`src/rtl/vehicle_sensor_conditioner_if.sv`:
```
// Sensor-side bundle between the loop detectors / controller and the conditioner.
// master = stimulus/controller side, slave = conditioner.
interface vehicle_sensor_conditioner_if;
  logic [3:0]  raw_1th;
  logic [3:0]  raw_5th;
  logic [3:0]  clear;
  logic [3:0]  sensor_1th;
  logic [3:0]  sensor_5th;
  logic [31:0] arrivals;
  logic [3:0]  fault;

  modport master (
    output raw_1th, raw_5th, clear,
    input  sensor_1th, sensor_5th, arrivals, fault
  );

  modport slave (
    input  raw_1th, raw_5th, clear,
    output sensor_1th, sensor_5th, arrivals, fault
  );
endinterface

```
`src/rtl/vehicle_sensor_conditioner.sv`:
```
// Loop-detector conditioner: 2-flop sync, debounce, position-5 occupancy hold, arrival counts.
// Optional stuck-detector fault masking is built when STUCK_DETECT_EN is defined.
module vehicle_sensor_conditioner #(
  parameter int unsigned DEBOUNCE     = 4,
  parameter int unsigned OCC_MIN      = 8,
  parameter int unsigned STUCK_CYCLES = 1000
) (
  input  logic                         clk,
  input  logic                         rst,
  vehicle_sensor_conditioner_if.slave  bus
);

  localparam logic [7:0]  DB_LAST = 8'(DEBOUNCE - 1);
  localparam logic [7:0]  OCC_LIM = 8'(OCC_MIN);
  localparam logic [15:0] STK_LIM = 16'(STUCK_CYCLES);

  // Channels 0..3 are position-1 detectors, 4..7 are position-5 detectors.
  logic [7:0]      raw;
  logic [7:0]      s1_q, s2_q;
  logic [7:0]      deb_q, deb_d;
  logic [7:0][7:0] db_cnt_q, db_cnt_d;
  logic [3:0][7:0] occ_q, occ_d;
  logic [3:0][7:0] arr_q, arr_d;
  logic [3:0]      deb1_prev_q, rise;
  logic [3:0]      sensor_1th_q, sensor_1th_d;
  logic [3:0]      sensor_5th_q, sensor_5th_d;
  logic [3:0]      fault_q, inhibit;

  assign raw = {bus.raw_5th, bus.raw_1th};

  always_comb begin
    deb_d    = deb_q;
    db_cnt_d = db_cnt_q;
    for (int i = 0; i < 8; i++) begin
      if (s2_q[i] == deb_q[i]) begin
        db_cnt_d[i] = 8'd0;
      end else if (db_cnt_q[i] == DB_LAST) begin
        deb_d[i]    = s2_q[i];
        db_cnt_d[i] = 8'd0;
      end else begin
        db_cnt_d[i] = db_cnt_q[i] + 8'd1;
      end
    end
  end

  assign rise = deb_q[3:0] & ~deb1_prev_q;

  always_comb begin
    occ_d        = occ_q;
    arr_d        = arr_q;
    sensor_1th_d = '0;
    sensor_5th_d = '0;
    for (int i = 0; i < 4; i++) begin
      sensor_1th_d[i] = deb_q[i] & ~inhibit[i];
      if (deb_q[4+i]) begin
        occ_d[i]        = (occ_q[i] >= OCC_LIM) ? occ_q[i] : occ_q[i] + 8'd1;
        sensor_5th_d[i] = (occ_q[i] >= OCC_LIM) & ~inhibit[i];
      end else begin
        occ_d[i]        = 8'd0;
        sensor_5th_d[i] = 1'b0;
      end
      // A clear on the same edge as a new arrival keeps that arrival.
      if (bus.clear[i]) begin
        arr_d[i] = {7'd0, rise[i]};
      end else if (rise[i] && arr_q[i] != 8'hFF) begin
        arr_d[i] = arr_q[i] + 8'd1;
      end
    end
  end

  always_ff @(posedge clk) begin
    if (rst) begin
      s1_q         <= '0;
      s2_q         <= '0;
      deb_q        <= '0;
      db_cnt_q     <= '0;
      occ_q        <= '0;
      arr_q        <= '0;
      deb1_prev_q  <= '0;
      sensor_1th_q <= '0;
      sensor_5th_q <= '0;
    end else begin
      s1_q         <= raw;
      s2_q         <= s1_q;
      deb_q        <= deb_d;
      db_cnt_q     <= db_cnt_d;
      occ_q        <= occ_d;
      arr_q        <= arr_d;
      deb1_prev_q  <= deb_q[3:0];
      sensor_1th_q <= sensor_1th_d;
      sensor_5th_q <= sensor_5th_d;
    end
  end

`ifdef STUCK_DETECT_EN
  logic [3:0][15:0] stk_q, stk_d;
  logic [3:0]       fault_d;

  always_comb begin
    stk_d   = stk_q;
    fault_d = fault_q;
    for (int i = 0; i < 4; i++) begin
      if (!deb_d[i]) begin
        stk_d[i]   = 16'd0;
        fault_d[i] = 1'b0;
      end else if (deb_q[i]) begin
        if (stk_q[i] != STK_LIM) stk_d[i] = stk_q[i] + 16'd1;
        if (stk_d[i] == STK_LIM) fault_d[i] = 1'b1;
      end
    end
  end

  always_ff @(posedge clk) begin
    if (rst) begin
      stk_q   <= '0;
      fault_q <= '0;
    end else begin
      stk_q   <= stk_d;
      fault_q <= fault_d;
    end
  end

  // Mask on both the setting and the clearing edge so the sensor never glitches high.
  assign inhibit = fault_q | fault_d;
`else
  logic unused_stk;
  assign unused_stk = ^STK_LIM;
  assign fault_q    = '0;
  assign inhibit    = '0;
`endif

  assign bus.sensor_1th = sensor_1th_q;
  assign bus.sensor_5th = sensor_5th_q;
  assign bus.arrivals   = arr_q;
  assign bus.fault      = fault_q;

endmodule

```
`src/flat_wrapper.sv`:
```
// flat-port wrapper written by rule: the top's interface ports become plain ports
module vehicle_sensor_conditioner_flat 
#(
  parameter int unsigned DEBOUNCE     = 4,
  parameter int unsigned OCC_MIN      = 8,
  parameter int unsigned STUCK_CYCLES = 1000
)
  (clk, rst, bus_raw_1th, bus_raw_5th, bus_clear, bus_sensor_1th, bus_sensor_5th, bus_arrivals, bus_fault);
  vehicle_sensor_conditioner_if bus_i ();
  input  logic clk;
  input  logic rst;
  input wire logic [$bits(bus_i.raw_1th)-1:0] bus_raw_1th;
  input wire logic [$bits(bus_i.raw_5th)-1:0] bus_raw_5th;
  input wire logic [$bits(bus_i.clear)-1:0] bus_clear;
  output wire logic [$bits(bus_i.sensor_1th)-1:0] bus_sensor_1th;
  output wire logic [$bits(bus_i.sensor_5th)-1:0] bus_sensor_5th;
  output wire logic [$bits(bus_i.arrivals)-1:0] bus_arrivals;
  output wire logic [$bits(bus_i.fault)-1:0] bus_fault;
  assign bus_i.raw_1th = bus_raw_1th;
  assign bus_i.raw_5th = bus_raw_5th;
  assign bus_i.clear = bus_clear;
  assign bus_sensor_1th = bus_i.sensor_1th;
  assign bus_sensor_5th = bus_i.sensor_5th;
  assign bus_arrivals = bus_i.arrivals;
  assign bus_fault = bus_i.fault;
  vehicle_sensor_conditioner #(.DEBOUNCE(DEBOUNCE), .OCC_MIN(OCC_MIN), .STUCK_CYCLES(STUCK_CYCLES)) u_core (.clk(clk), .rst(rst), .bus(bus_i));
endmodule
```
`config.mk`:
```
export PLATFORM = sky130hd
export DESIGN_NAME = vehicle_sensor_conditioner_flat
export DESIGN_NICKNAME = d
export VERILOG_FILES = /design/src/rtl/vehicle_sensor_conditioner_if.sv /design/src/rtl/vehicle_sensor_conditioner.sv /design/src/flat_wrapper.sv
export SDC_FILE = /design/constraint.sdc
export NUM_CORES = 1
export LEC_CHECK = 0
export BUFFER_PORTS_ARGS = -buffer_cell sky130_fd_sc_hd__buf_2
export CAP_MARGIN = 10
export CORE_MARGIN = 3
export CORE_UTILIZATION = 55
export DETAILED_ROUTE_END_ITERATION = 16
export PLACE_DENSITY = 0.75
export REMOVE_ABC_BUFFERS = 1
export SLEW_MARGIN = 10
export SYNTH_ARGS = -nofsm -noshare
export SYNTH_HDL_FRONTEND = slang
export SYNTH_SLANG_ARGS = --single-unit
```
`constraint.sdc`:
```
create_clock -name clk -period 2.89 [get_ports clk]
set_input_delay 0.867 -clock clk [delete_from_list [all_inputs] [get_ports clk]]
set_output_delay 0.867 -clock clk [all_outputs]
set_load 0.01 [all_outputs]
```
==> reports/qor.csv, run 1 <==
stage,metric,value,unit
run_status,status,finished clean,
setup_path,critical_path.slowest_cell,dfxtp_1,
final_layout,area_growth,17.17,%
setup_path,critPathRequiredTime,2.02,ns
die,rows,38,
detailed_routing,vias,4695,
clock_network,clockBufferDepth,2,
setup_path,path_cells,buf_2,
global_routing,grt_pass1_vias,4571,
yosys,ys_types,52,
detailed_routing,drtAntennaViolNets,0,
clock_network,clk_pin_slew,0.06,ns
yosys,synthArstFlopShare,0,%
yosys,ys_ff_latch,160,
die,die-area,0.01301,mm²
detailed_routing,routed_wl,11000,µm
placement,dp.cells,861,
die,initial_core_util,57.70,%
yosys,syn_inst,676,
sta,fin_tns_setup,0,ns
final_layout,final_nets,774,
die,fp.dieW,114.0,µm
power_and_ir_drop,peakVddDrop,479.1,µV
sta,worst_clock_skew,0.003510,ns
final_layout,fin_util,67.61,%
sta,fin_ws,0.9725,ns
global_routing,grt-ovfl-total,0,
clock_network,tritoncts,yes,
hold_path,hold_path_class,reg2reg,
power_and_ir_drop,total_leakage_power,0.002961,µW
yosys,synth_edf_count,0,
clock_network,clk_latency,0.42,ns
yosys,ys_seq_area_share,49.89,%
global_routing,grt_usage,18.32,%
power_and_ir_drop,powerDensity,648.8,mW/mm²
setup_path,crit_path_end_kind,primary output,
global_routing,antenna_found_initial,0,
sta,hold_slack,0.4359,ns
clock_network,cts_resized,0,
yosys,ys_warn_count,0,
sta,report.final.setup_viol,0,
die,ios,58,
placement,place_ws,0.7962,ns
die,dieHeight,114.0,µm
final_layout,drive_gt1_share,14.34,%
placement,port_buffers,53,
yosys,ys.flop_type,dfxtp_1,
sta,timing.fmax,521.5,MHz
final_layout,fin_cells,893,
yosys,synth.area.top_cells,"dfxtp_1 (50%), nor2_1 (6.6%), xnor2_1 (5.6%)",
yosys,yosysMostFrequentCell,dfxtp_1,
global_routing,grt_pass1_wl,19630,µm
sta,worst_pin_slew,0.7571,ns
sta,slew_viol_final,0,
sta,hold_viol,0,
detailed_routing,drtIter0Drc,195,
global_routing,grt_start_max_net_pins,43,
yosys,synth_area,0.006420,mm²
job,maxCapViolCount,0,
setup_path,arrival,1.05,ns
clock_network,numCtsBuffers,17,
sta,rsz0062_at_grt,false,
sta,period_share,66.35,%
detailed_routing,firstDrtPassIters,4,
clock_network,htree_levels,4,
setup_path,crit_path_start_kind,flip-flop,
placement,dpl.hpwl,7624,µm
yosys,synthTopCellsByCount,"dfxtp_1 (160), nor2_1 (113), nand3_1 (49)",
detailed_routing,route.detailed.drc,0,
detailed_routing,routedWlPerCell,12.31,µm
clock_network,cts_setup_buffers,0,
detailed_routing,viasPerCell,5.258,
setup_path,worst-path-buf-inv,1,
setup_path,worstPathMaxFanout,8,
clock_network,cts_sinks,160,
setup_path,path_class,reg2out,
sta,slew_headroom,49.53,%
setup_path,slowest_delay,0.45,ns
clock_network,cts-root-buf,clkbuf_16,
yosys,avgSynthCellArea,9.497,µm²
clock_network,cts-hold-fix-buffers,0,
final_layout,n_fill_cell,893,
placement,gp_congestion,0.8433,
yosys,synth_top_area_cell,dfxtp_1,
yosys,synth_top_area_share,49.89,%
final_layout,n_antenna_cell,0,
die,core,0.01113,mm²
setup_path,crit_family,flip-flops,
sta,period_needed,1.917,ns
sequential cells by signal (all words and copies together), names as in the netlist:
name                   count
u_core.bus.arrivals       32
u_core.bus.sensor_5th      4
u_core.db_cnt_q           64
u_core.deb1_prev_q         4
u_core.deb_q               8
u_core.occ_q              32
u_core.s1_q                8
u_core.s2_q                8
metal layers:
metal | track usage, % | wire [µm] | up-vias
li1 | - | - | 2415
met2 | 30.91 | 5438 | 72
met1 | 21.98 | 4998 | 2197
met4 | 7.918 | 174 | 0
met3 | 4.881 | 383 | 11
met5 | 0 | 0 | -
through the flow:
step / total power [µW] / cell area, µm²
floorplan: 2305 / 6367
global placement: 2334 / 6823
detailed placement: 2336 / 6823
CTS: 4936 / 7522
global route: 5042 / 7522
finish: 4881 / 7522
power by group:
group	leakage, µW	total [µW]	internal (µW)	switching [µW]
Clock	0.000333	2590	1730	864
Sequential	0.00129	2230	2220	8.30
Combinational	0.00134	58.8	23.4	35.3
cell families after synthesis:
logic type / after synthesis / synth area share (%)
flops: 160 / 49.89
buf+inv: 23 / 1.579
xor+xnor: 76 / 10.37
other cells: 1 / 0.05841
simple gates: 329 / 26.80
compound gates: 54 / 5.379
fa+ha+maj: 20 / 3.898
mux: 13 / 2.027
worst paths after layout:
path                              end                     from  slack (ns)  cells past startpoint
setup reg to reg  u_core.db_cnt_q[14]       u_core.db_cnt_q[8]        1.29                      5
setup / recovery     bus_arrivals[11]  u_core.bus.arrivals[11]        0.97                      1
hold / removal         u_core.s2_q[4]           u_core.s1_q[4]        0.44                      1
hold reg to reg        u_core.s2_q[4]           u_core.s1_q[4]        0.44                      1
cells in the final DEF, fill, tap and decap left out, types with 8 or more instances in the layout:
master     count
nand2_1       31
and2_1        18
and3_1        24
xor2_1        35
nor2b_1       28
clkbuf_16     17
ha_1          20
a21oi_1       22
nand3_1       49
buf_2         53
inv_1         10
nor3_1         8
xnor2_1       41
nor2_1       113
dfxtp_1      160
mux2i_1       13
area by class of cell:
| class | count | area [µm²] | area share (%) |
|---|---|---|---|
| inverters | 10 | 37.54 | 0.4990 |
| flip-flops and latches | 160 | 3203 | 42.58 |
| well taps | 140 | 175.2 | 2.329 |
| repair buffers | 55 | 280.3 | 3.726 |
| clock buffers | 18 | 439.2 | 5.838 |
| clock inverters | 14 | 260.3 | 3.460 |
| multi-input cells | 496 | 3127 | 41.57 |
No activity file was read; power rests on OpenSTA's default activity.
==> run 2, diff against run 1 <==
--- a/config.mk
+++ b/config.mk
@@ -8,7 +8,7 @@
 export BUFFER_PORTS_ARGS = -buffer_cell sky130_fd_sc_hd__buf_2
 export CAP_MARGIN = 10
 export CORE_MARGIN = 3
-export CORE_UTILIZATION = 55
+export CORE_UTILIZATION = 53
 export DETAILED_ROUTE_END_ITERATION = 16
 export PLACE_DENSITY = 0.75
 export REMOVE_ABC_BUFFERS = 1
==> constraint.sdc (replaced) <==
create_clock -name clk -period 1.6 [get_ports clk]
set_input_delay 0.48 -clock clk [delete_from_list [all_inputs] [get_ports clk]]
set_output_delay 0.48 -clock clk [all_outputs]
set_load 0.01 [all_outputs]
==> run 2 against run 1 <==
  * Setup slack lost 0.90 ns
  * Utilization fell by 2.4 points
  * Critical path type is now reg2reg
  * Total power is 73% higher
  * Critical path depth up 4
  * Hold slack got worse by 0.16 ns
  * Sequential power up 81%
  * Sequential share of layout area decreased by 0.27 points
  * Via count is 0.45% higher
  * Die area is 3.6% higher
  * Non-clock buffer count is 6 higher
  * Flip-flop and latch count did not move
  * Combinational power is 94% higher
==> reports/qor.csv, run 2 (synthesis gave the netlist of run 1 again) <==
stage,metric,value,unit
run_status,status,finished clean,
clock_network,cts-hold-fix-buffers,0,
sta,slew_viol_final,0,
detailed_routing,dr_wl_met3,448,µm
setup_path,r2r_slack,0.07,ns
clock_network,cts-root-buf,clkbuf_16,
die,ios,58,
detailed_routing,drtAntennaViolNets,0,
clock_network,cts_setup_buffers,0,
placement,dpl.hpwl,7883,µm
die,dieHeight,116.1,µm
setup_path,arrival,1.83,ns
final_layout,fin_cells,902,
final_layout,regMostFlops,u_core.db_cnt_q,
hold_path,min_to,u_core.s1_q[0],
clock_network,clockBufferDepth,2,
final_layout,final_nets,780,
final_layout,most-common-layout-cells,"dfxtp_1 (160), nor2_1 (113), buf_2 (53)",
setup_path,path_class,reg2reg,
detailed_routing,firstDrtPassIters,4,
sta,fin_ws,0.06769,ns
clock_network,cts_sinks,160,
setup_path,critical_path.slowest_cell,a211oi_1,
detailed_routing,viasPerCell,5.228,
final_layout,n_fill_cell,945,
final_layout,mostFrequentLayoutCell,dfxtp_1,
placement,gp_congestion,0.8538,
setup_path,crit_path_start_kind,flip-flop,
detailed_routing,m1WireLength,5095,µm
power_and_ir_drop,peakVddDrop,615.2,µV
clock_network,clk_latency,0.42,ns
job,maxCapViolCount,0,
clock_network,htree_levels,4,
global_routing,antenna_found_initial,0,
setup_path,reg2regPathDepth,5,
global_routing,grt-ovfl-total,0,
sta,timing.fmax,652.6,MHz
detailed_routing,top_layer_used,met4,
clock_network,numCtsBuffers,17,
sta,worst_clock_skew,0.008969,ns
global_routing,grt_usage,17.96,%
power_and_ir_drop,powerDensity,1116,mW/mm²
sta,hold_viol,0,
placement,place_ws,0.01629,ns
final_layout,drive_gt1_share,15.42,%
sta,period_share,95.77,%
final_layout,n_antenna_cell,0,
sta,period_needed,1.532,ns
setup_path,slowest_delay,0.36,ns
setup_path,crit_path_end_kind,flip-flop,
setup_path,worst-path-buf-inv,0,
detailed_routing,route.detailed.drc,0,
detailed_routing,routed_wl,11250,µm
clock_network,clk_pin_slew,0.06,ns
detailed_routing,routedWlPerCell,12.47,µm
detailed_routing,vias,4716,
setup_path,path_cells,ha_1 -> and3_1 -> a211oi_1 -> xnor2_1 -> nor2_1,
setup_path,critPathRequiredTime,1.90,ns
final_layout,area_growth,17.93,%
die,core,0.01161,mm²
hold_path,holdCritStartpoint,bus_raw_1th[0],
power_and_ir_drop,total_leakage_power,0.002979,µW
global_routing,grt_pass1_vias,4623,
die,fp.dieW,116.1,µm
placement,dp.cells,870,
die,rows,39,
final_layout,fin_util,65.19,%
hold_path,hold_path_class,in2reg,
sta,rsz0062_at_grt,true,
die,initial_core_util,55.28,%
global_routing,grt_pass1_wl,19810,µm
setup_path,worstPathMaxFanout,4,
detailed_routing,drtIter0Drc,209,
final_layout,largest_reg_flops,64,
placement,port_buffers,53,
setup_path,r2r_end,u_core.bus.arrivals[19],
hold_path,worstHoldPathCells,2,
detailed_routing,wl_met2,5572,µm
die,die-area,0.01347,mm²
clock_network,tritoncts,yes,
setup_path,crit_family,compound AO/OA/AOI/OAI gates,
setup_path,timing.rr.start,u_core.bus.arrivals[16],
sta,hold_slack,0.2721,ns
global_routing,grt_start_max_net_pins,33,
sta,report.final.setup_viol,0,
==> run 2: metrics by stage <==
stage | TNS, ns | power (µW) | instance area [µm²]
after global placement | 0 | 4225 | 6884
after floorplan | 0 | 4164 | 6367
after detailed placement | 0 | 4228 | 6884
after CTS | 0 | 8550 | 7527
final | 0 | 8449 | 7571
after global routing | -0.05305 | 8769 | 7571
==> run 2: worst register-to-register path: stages (launching register included) <==
cell	delay [ns]
dfxtp_1	0.34
ha_1	0.23
and3_1	0.25
a211oi_1	0.36
xnor2_1	0.17
nor2_1	0.06
==> run 2: where the power goes <==
group	total (µW)	internal [µW]	switching [µW]	leakage [µW]
logic	114	48.2	65.7	0.00138
registers	4030	4010	14.7	0.00129
clock network	4310	2770	1540	0.000306
total	8450	6820	1620	0.00298
==> run 2: final cells by class <==
cell class,instances,area (µm²),share of cell area (%)
Timing Repair Buffer,61,337.8,4.462
Clock inverter,14,214.0,2.826
Tap cell,143,178.9,2.363
Clock buffer,18,429.2,5.668
Inverter,10,37.54,0.4958
Multi-Input combinational cell,496,3171,41.88
Sequential cell,160,3203,42.31
==> run 2: what timing repair did <==
action,CTS,global route
resized for setup,0,6
endpoints found under the setup margin,0,20
hold endpoints to repair,0,0
==> run 2: routing by layer <==
metal  vias to the layer above  GRT usage [%]
met5                         -              0
met4                         0          5.955
met3                        11          5.379
met2                        59          30.69
met1                      2220          21.65
li1                       2426              -
==> run 2: how the worst max path moves through the flow <==
stage	from	endpoint	slack (ns)	cells after the start
2_1_floorplan	u_core.bus.arrivals[0]	u_core.bus.arrivals[7]	0.11	5
3_3_place_gp	u_core.bus.arrivals[0]	u_core.bus.arrivals[7]	0.12	5
3_5_place_dp	u_core.bus.arrivals[0]	u_core.bus.arrivals[7]	0.02	5
4_1_cts	u_core.bus.arrivals[0]	u_core.bus.arrivals[7]	0.009	5
5_1_grt	u_core.bus.arrivals[16]	u_core.bus.arrivals[19]	-0.03	5
6_report	u_core.bus.arrivals[16]	u_core.bus.arrivals[19]	0.07	5
